`config.mk`:
```
export PLATFORM = sky130hd
export DESIGN_NAME = run_controller
export DESIGN_NICKNAME = d
export VERILOG_FILES = /design/src/rtl/mips_dbg_pkg.sv /design/src/rtl/edge_pulse.sv /design/src/rtl/run_controller.sv
export SDC_FILE = /design/constraint.sdc
export NUM_CORES = 1
export LEC_CHECK = 0
export CAP_MARGIN = 20
export CORE_UTILIZATION = 25
export CTS_BUF_LIST = sky130_fd_sc_hd__clkbuf_16
export CTS_CLUSTER_DIAMETER = 200
export DETAILED_ROUTE_END_ITERATION = 6
export PLACE_DENSITY_LB_ADDON = 0.12
export SLEW_MARGIN = 20
export SYNTH_ARGS = -nofsm -noshare
export SYNTH_HDL_FRONTEND = slang
export SYNTH_HIERARCHICAL = 1
export SYNTH_SLANG_ARGS = --single-unit
```
`constraint.sdc`:
```
create_clock -name clock -period 6.3 [get_ports clock]
set_input_delay 0.63 -clock clock [delete_from_list [all_inputs] [get_ports clock]]
set_output_delay 0.63 -clock clock [all_outputs]
set_load 0.01 [all_outputs]
```
`src/rtl/mips_dbg_pkg.sv`:
```
// Shared encodings for the MIPS debug/run-control logic.
// State values are visible on LEDs, so their numeric encoding is fixed.
package mips_dbg_pkg;

  typedef enum logic [1:0] {
    ST_HALT  = 2'd0,
    ST_RUN   = 2'd1,
    ST_STEP  = 2'd2,
    ST_BREAK = 2'd3
  } run_state_e;

  typedef enum logic [1:0] {
    MODE_HALT = 2'b00,
    MODE_RATE = 2'b01,
    MODE_FULL = 2'b10,
    MODE_STEP = 2'b11
  } run_mode_e;

  localparam int STEP_W  = 8;
  localparam int COUNT_W = 32;

  // A requested burst of zero cycles still performs one cycle.
  function automatic logic [STEP_W-1:0] step_load(input logic [STEP_W-1:0] n);
    return (n == '0) ? STEP_W'(1) : n;
  endfunction

endpackage

```
`src/rtl/edge_pulse.sv`:
```
// Rising-edge detector for already-debounced button levels.
// The history flop resets to 1 so a button held through reset gives no pulse.
module edge_pulse (
  input  logic clock,
  input  logic reset,
  input  logic level,
  output logic pulse
);

  logic history;

  always_ff @(posedge clock or negedge reset) begin
    if (!reset) begin
      history <= 1'b1;
    end else begin
      history <= level;
    end
  end

  assign pulse = level & ~history;

endmodule

```
`src/rtl/run_controller.sv`:
```
// Run controller for the MIPS core: produces a clock-enable for halt, rate-run,
// full-run and N-cycle stepping, with PC breakpoints and an enabled-cycle counter.
module run_controller
  import mips_dbg_pkg::*;
#(
  parameter int PC_W   = 16,
  parameter int NUM_BP = 2,
  parameter int DIV_W  = 26
) (
  input  logic                   clock,
  input  logic                   reset,
  input  logic [1:0]             mode,
  input  logic                   step_req,
  input  logic [STEP_W-1:0]      step_count,
  input  logic [DIV_W-1:0]       rate_div,
  input  logic                   resume,
  input  logic [PC_W-1:0]        pc,
  input  logic [NUM_BP*PC_W-1:0] bp_addr,
  input  logic [NUM_BP-1:0]      bp_en,
  output logic                   core_en,
  output logic                   halted,
  output logic [NUM_BP-1:0]      bp_hit,
  output logic [COUNT_W-1:0]     cycle_count,
  output logic [1:0]             state
);

  run_state_e        cur_state;
  run_state_e        nxt_state;
  logic [DIV_W-1:0]  divider;
  logic [DIV_W-1:0]  divider_nxt;
  logic [STEP_W-1:0] step_remaining;
  logic [STEP_W-1:0] step_remaining_nxt;
  logic [NUM_BP-1:0] bp_hit_nxt;
  logic [NUM_BP-1:0] slot_hit;
  logic              skip;
  logic              skip_nxt;
  logic              match;
  logic              tick;
  logic              rate_every;
  logic              step_pulse;
  logic              resume_pulse;

  edge_pulse u_step_edge (
    .clock (clock),
    .reset (reset),
    .level (step_req),
    .pulse (step_pulse)
  );

  edge_pulse u_resume_edge (
    .clock (clock),
    .reset (reset),
    .level (resume),
    .pulse (resume_pulse)
  );

  for (genvar i = 0; i < NUM_BP; i++) begin : g_bp
    assign slot_hit[i] = bp_en[i] & (pc == bp_addr[i*PC_W +: PC_W]);
  end

  // skip lets the core execute the instruction at the breakpoint it just resumed from.
  assign match = (|slot_hit) & ~skip;

  assign rate_every = (rate_div < DIV_W'(2));

  always_comb begin
    tick = 1'b0;
    if (mode == MODE_FULL) begin
      tick = 1'b1;
    end else if (mode == MODE_RATE) begin
      tick = rate_every || (divider == rate_div - DIV_W'(1));
    end
  end

  always_comb begin
    nxt_state          = cur_state;
    core_en            = 1'b0;
    divider_nxt        = divider;
    step_remaining_nxt = step_remaining;
    bp_hit_nxt         = bp_hit;
    skip_nxt           = skip;

    case (cur_state)
      ST_HALT: begin
        if (mode == MODE_RATE || mode == MODE_FULL) begin
          nxt_state   = ST_RUN;
          divider_nxt = '0;
        end else if (mode == MODE_STEP && step_pulse) begin
          nxt_state          = ST_STEP;
          step_remaining_nxt = step_load(step_count);
        end
      end

      ST_RUN: begin
        if (mode == MODE_HALT || mode == MODE_STEP) begin
          nxt_state = ST_HALT;
        end else if (tick) begin
          divider_nxt = '0;
          if (match) begin
            nxt_state  = ST_BREAK;
            bp_hit_nxt = bp_hit | slot_hit;
          end else begin
            core_en = 1'b1;
          end
        end else begin
          divider_nxt = divider + DIV_W'(1);
        end
      end

      ST_STEP: begin
        if (mode != MODE_STEP) begin
          nxt_state          = ST_HALT;
          step_remaining_nxt = '0;
        end else if (match) begin
          nxt_state          = ST_BREAK;
          step_remaining_nxt = '0;
          bp_hit_nxt         = bp_hit | slot_hit;
        end else if (step_remaining != '0) begin
          core_en            = 1'b1;
          step_remaining_nxt = step_remaining - STEP_W'(1);
          if (step_remaining == STEP_W'(1)) begin
            nxt_state = ST_HALT;
          end
        end else begin
          nxt_state = ST_HALT;
        end
      end

      ST_BREAK: begin
        if (resume_pulse) begin
          nxt_state  = ST_HALT;
          bp_hit_nxt = '0;
          skip_nxt   = 1'b1;
        end
      end

      default: begin
        nxt_state = ST_HALT;
      end
    endcase

    if (core_en) begin
      skip_nxt = 1'b0;
    end
  end

  always_ff @(posedge clock or negedge reset) begin
    if (!reset) begin
      cur_state      <= ST_HALT;
      divider        <= '0;
      step_remaining <= '0;
      bp_hit         <= '0;
      skip           <= 1'b0;
    end else begin
      cur_state      <= nxt_state;
      divider        <= divider_nxt;
      step_remaining <= step_remaining_nxt;
      bp_hit         <= bp_hit_nxt;
      skip           <= skip_nxt;
    end
  end

  always_ff @(posedge clock or negedge reset) begin
    if (!reset) begin
      cycle_count <= '0;
    end else if (core_en) begin
      cycle_count <= cycle_count + COUNT_W'(1);
    end
  end

  assign halted = (cur_state == ST_HALT) || (cur_state == ST_BREAK);
  assign state  = cur_state;

endmodule

```
==> results of run 1 <==
routing by layer:
layer | global-route usage, % | part of all wire [%] | routed length, um
met5 | 0 | 0 | 0
met4 | 4.95 | 1.4 | 218
met3 | 3.83 | 6.2 | 967
met2 | 23.3 | 45 | 6980
met1 | 20.2 | 48 | 7400
where the power goes:
group | total (mW) | leakage, nW | switching, mW | internal [mW]
Clock | 0.508 | 0.146 | 0.205 | 0.303
Sequential | 0.586 | 0.992 | 0.0635 | 0.522
Combinational | 0.562 | 1.61 | 0.303 | 0.259
worst max-delay path, stage by stage:
cell	delay, ns
clkdlybuf4s50_1	0.52
nor3_1	0.56
nand3_1	0.41
a2111oi_0	0.47
a211oi_1	0.09
or4_4	0.57
a2111oi_4	0.47
o2bb2ai_2	0.21
clkdlybuf4s50_1	0.59
cells in the final DEF, fill, tap and decap left out, types with 12 or more instances in the layout:
cell / instances
and3_1: 18
dfrtp_1: 71
nor2_1: 52
nor3_1: 21
nor4_1: 13
o21ai_0: 12
nand4_1: 24
inv_1: 27
nand3_1: 39
nand2_1: 48
clkdlybuf4s50_1: 126
xnor2_1: 78
xor2_1: 39
ha_1: 12
flip-flops by register name, summed over array words and instances, names as in the netlist:
register               flops
cycle_count               32
divider                   26
step_remaining             8
bp_hit                     2
state                      2
skip                       1
u_resume_edge/history      1
u_step_edge/history        1
cell type report:
type / count / share of cell area [%]
Multi-Input combinational cell: 476 / 46.0
Sequential cell: 73 / 25.7
Timing Repair Buffer: 129 / 18.1
Tap cell: 270 / 4.75
Clock buffer: 9 / 3.16
Inverter: 26 / 1.37
Clock inverter: 7 / 0.897
logic make-up after synthesis:
family | Yosys count | synth area share, %
muxes | 4 | 0.781
AOI/OAI and AO/OA | 70 | 10.2
xor gates and xnor gates | 117 | 19.4
adders and majority gates | 12 | 2.84
and+or+nand+nor | 273 | 28.8
buffers and inverters | 44 | 3.41
DFF | 73 | 34.6
through the flow:
stage | setup WS, ns | cells
after CTS | 1.09 | 990
after global placement | 1.16 | 974
after detailed placement | 1.12 | 974
after floorplan | 2.35 | 593
after global routing | 0.868 | 990
final | 1.15 | 990
worst max path at each step:
stage,endpoint,slack (ns),from
3_5_place_dp,core_en,1.12,rate_div[6]
5_1_grt,core_en,0.87,rate_div[6]
6_report,core_en,1.15,rate_div[6]
4_1_cts,core_en,1.09,rate_div[6]
3_3_place_gp,core_en,1.16,rate_div[6]
2_1_floorplan,core_en,2.35,rate_div[20]
==> results.py, run 1 <==
metrics = {
    "run_status": {
        "status": "completed",
    },
    "detailed_routing": {
        "wl_per_cell_um": 15.7,
        "drt-pass1-iter-count": 4,
        "viasPerCell": 4.85,
        "drt-total-wl_um": 15600,
        "ant_nets": 0,
        "vias": 4804,
        "drt_iter0_drc": 251,
        "drc": 0,
    },
    "cts": {
        "cts_tree": "yes",
        "numCtsBuffers": 9,
        "post_cts_buffers": 0,
        "clock_latency_ns": 0.35,
        "clkTransAtPathRegs_ns": 0.06,
        "cts_max_level": 3,
        "clockBufferDepth": 2,
        "hold_buffers": 0,
        "clock_sinks": 73,
        "clockRootBuffer": "clkbuf_16",
        "cts.repair.resized": 0,
    },
    "place": {
        "hpwl_um": 12200,
        "place.gp.congestion": 0.853,
        "placed_area_sq_um": 6820,
        "port_buffers": 127,
    },
    "finish": {
        "area_growth_syn_to_layout_pct": 34.7,
        "fin_nets": 817,
        "fin_area_sq_um": 7120,
        "antenna_cells": 0,
        "nFillCells": 2154,
        "layout-drive-gt1-share_pct": 6.81,
        "multi_input_area_sq_um": 3280,
        "fin_util_pct": 34.7,
        "regArea_sq_um": 1830,
    },
    "synth": {
        "ys_seq_elements": 73,
        "avgSynthCellArea_sq_um": 8.91,
        "syn_nets": 695,
        "syn_inst": 593,
        "synth_area_sq_um": 5290,
        "synthArstFlopShare_pct": 100,
        "synth-edff-count": 0,
        "yosys_warnings": 6,
        "synth_area_leaders": "dfrtp_1 34%, xnor2_1 13%, xor2_1 6.5%",
        "dominantRegCellSynth": "dfrtp_1",
        "yosys.area.top_type_share_pct": 33.6,
        "ys_types": 69,
        "post-synth-top-count-cell": "xnor2_1",
        "synth_commonest_cells": "78 x xnor2_1, 71 x dfrtp_1, 52 x nor2_1, 48 x nand2_1",
        "synth_top_area_cell": "dfrtp_1",
        "ys_seq_area_share_pct": 34.6,
    },
    "worst_setup_path": {
        "critical_path_class": "input pin to primary output",
        "timing.rr.start": "divider[10]",
        "cp-end-kind": "primary output",
        "rr_endpoint": "cycle_count[1]",
        "cp-start-kind": "input pin",
        "critical_path_required_ns": 5.67,
        "arrival_ns": 4.52,
        "crit_fanout": 7,
        "reg2reg_slack_ns": 2.77,
        "reg2reg_depth": 9,
    },
    "power_and_ir_drop": {
        "p_total_mw": 1.66,
        "cellLeakagePower_nw": 2.75,
        "p_per_area_nw_per_um2": 233,
        "vdd_ir_drop_max_uv": 136,
    },
    "run": {
        "cap_violations": 0,
    },
    "floorplan": {
        "design.core.area_sq_um": 20500,
        "fp-row-count": 52,
        "die_y_um": 147,
        "die_area_sq_um": 21700,
        "start_util_pct": 25.8,
        "die_w_um": 147,
        "io_pins": 128,
    },
    "sta": {
        "max_freq_mhz": 194,
        "fin_crit_ns": 5.15,
        "tightest_slew_ns": 1.03,
        "setup_viol": 0,
        "finClkSkew_ns": 0.00889,
        "rsz0062_at_grt": "false",
        "hold_viol_final": 0,
        "slew_violations": 0,
        "setup_tns_ns": 0,
        "hold_slack_ns": 0.306,
        "post-route-period-util_pct": 81.8,
        "slew_headroom_pct": 31.2,
    },
    "global_routing": {
        "grt_pass1_wl_um": 25700,
        "track_usage_pct": 15.0,
        "antenna_found_initial": 0,
        "grt_max_degree": 74,
        "grt_pass1_vias": 4912,
        "grt-ovfl-total": 0,
    },
    "min_path": {
        "hold_path_class": "input pin to asynchronous set/reset pin",
    },
}
Note: power is estimated with default switching activity, not from simulation.
==> run 2, diff against run 1 <==
==> constraint.sdc (replaced) <==
create_clock -name clock -period 4.9 [get_ports clock]
set_input_delay 0.49 -clock clock [delete_from_list [all_inputs] [get_ports clock]]
set_output_delay 0.49 -clock clock [all_outputs]
set_load 0.01 [all_outputs]
==> run 2 against run 1 <==
Count of clock-buffer cells in the layout stayed put. Combinational power is 32% higher. Sequential share of layout area is 0.53 points lower. Clock power is 44% higher. Cell count is 1.3% higher. Power is 34% higher. Sequential cell count stayed put. Critical path type unchanged.
==> results.py, run 2 (synthesis results as in run 1) <==
metrics = {
    "cts": {
        "cts_max_level": 3,
        "hold_buffers": 0,
        "clockRootBuffer": "clkbuf_16",
        "clock_latency_ns": 0.34,
        "numCtsBuffers": 9,
        "clkTransAtPathRegs_ns": 0.06,
        "clock_sinks": 73,
        "cts_tree": "yes",
        "clockBufferDepth": 2,
    },
    "worst_setup_path": {
        "cp-end-kind": "primary output",
        "crit_fanout": 4,
        "critical_path_class": "input pin to primary output",
        "arrival_ns": 4.24,
        "cp-start-kind": "input pin",
        "critical_path_required_ns": 4.41,
    },
    "sta": {
        "setup_viol": 0,
        "fin_crit_ns": 4.73,
        "max_freq_mhz": 211,
        "post-route-period-util_pct": 96.5,
        "slew_violations": 0,
        "finClkSkew_ns": 0.00910,
        "tightest_slew_ns": 0.720,
        "setup_tns_ns": 0,
        "setup_ws_ns": 0.170,
        "slew_headroom_pct": 50.8,
        "rsz0062_at_grt": "false",
        "hold_viol_final": 0,
    },
    "power_and_ir_drop": {
        "vdd_ir_drop_max_uv": 179,
        "cellLeakagePower_nw": 2.83,
        "p_per_area_nw_per_um2": 306,
    },
    "detailed_routing": {
        "drt-pass1-iter-count": 4,
        "viasPerCell": 4.83,
        "drc": 0,
        "ant_nets": 0,
        "wl_per_cell_um": 15.7,
        "drt_iter0_drc": 274,
        "vias": 4848,
        "drt-total-wl_um": 15800,
    },
    "finish": {
        "largest_registers": "cycle_count (32), divider (26), step_remaining (8)",
        "layout_commonest_cell": "clkdlybuf4s50_1",
        "antenna_cells": 0,
        "largest_reg_flops": 32,
        "stdcell_count": 1003,
        "fin_area_sq_um": 7270,
        "fin_nets": 830,
        "area_growth_syn_to_layout_pct": 37.5,
        "fin_util_pct": 35.5,
        "top_register": "cycle_count",
        "layout-drive-gt1-share_pct": 9.00,
        "final_cell_mix": "126 x clkdlybuf4s50_1, 78 x xnor2_1, 71 x dfrtp_1, 52 x nor2_1, 48 x nand2_1",
    },
    "place": {
        "placed_cells": 984,
        "place.gp.congestion": 0.851,
        "dp_slack_ns": 0.168,
        "hpwl_um": 12300,
        "port_buffers": 127,
        "placed_area_sq_um": 6900,
    },
    "floorplan": {
        "fp-row-count": 52,
        "start_util_pct": 25.8,
        "die_area_sq_um": 21700,
        "design.core.area_sq_um": 20500,
        "die_y_um": 147,
        "io_pins": 128,
        "die_w_um": 147,
    },
    "global_routing": {
        "track_usage_pct": 15.1,
        "grt-ovfl-total": 0,
        "grt_max_degree": 74,
        "grt_pass1_vias": 5019,
        "antenna_found_initial": 0,
        "grt_pass1_wl_um": 25900,
    },
    "min_path": {
        "hold_path_class": "input pin to asynchronous set/reset pin",
    },
    "run_status": {
        "status": "completed",
    },
    "run": {
        "cap_violations": 0,
    },
}
run 2: cell count changes in the layout (fill, tap and decap cells not counted), sizes merged:
cell / previous run / this run
clkinv: 5 / 3
buf: 3 / 16
bufinv: 1 / 2
inv: 27 / 28
run 2: stage by stage:
stage | hold slack (ns) | total power [mW]
finish | 0.129 | 2.23
global route | 0.162 | 2.38
global placement | 0.475 | 1.49
detailed placement | 0.471 | 1.50
CTS | 0.354 | 2.26
floorplan | 0.194 | 1.17
run 2: layout make-up:
cell class              count  area (sq um)
inverters                  26          97.6
clock inverters             7           103
fillers                  2135         13200
multi-input cells         476          3280
clock buffers               9           225
repair buffers            142          1390
well taps                 270           338
flip-flops and latches     73          1830
run 2: critical path, cell delays in order:
cell and delay [ns]:
clkdlybuf4s50_1 0.47, or4_4 0.59, or4_4 0.44, nor4_2 0.27, a211oi_1 0.11, or4_4 0.56, a2111oi_4 0.46, o2bb2ai_2 0.24
clkdlybuf4s50_1 0.60
run 2: worst paths after layout:
| check | startpoint | end | slack [ns] | cells past startpoint |
|---|---|---|---|---|
| worst max-delay path | rate_div[20] | core_en | 0.17 | 9 |
| worst min-delay path | reset | cycle_count[14] | 0.13 | 1 |
| worst max register to register | divider[10] | cycle_count[12] | 1.40 | 10 |
| worst min register to register | cycle_count[31] | cycle_count[31] | 0.49 | 1 |
| max in group asynchronous | reset | u_step_edge/history | 4.12 | 2 |
| min in group clock | cycle_count[31] | cycle_count[31] | 0.49 | 1 |
run 2: power by group:
| group | total [mW] | switching, mW | internal, mW | leakage [nW] |
|---|---|---|---|---|
| clock network | 0.733 | 0.281 | 0.452 | 0.162 |
| registers | 0.753 | 0.0819 | 0.671 | 0.992 |
| logic | 0.741 | 0.397 | 0.344 | 1.68 |
| total | 2.23 | 0.760 | 1.47 | 2.83 |
run 2: timing repair:
action / 4_1_cts / 5_1_grt
setup buffers: 0 / 2
endpoints found under the setup margin: 0 / 1
hold endpoints to repair: 0 / 0
resized for setup: 0 / 1
run 2: routing by layer:
metal	share of wire, %	vias up	wire length (um)	GRT usage (%)
met1	48	2303	7600	19.7
met5	0	-	0	0
met4	1.5	0	237	5.05
met2	45	133	7010	24.3
li1	-	2398	-	-
met3	5.7	14	900	4.01
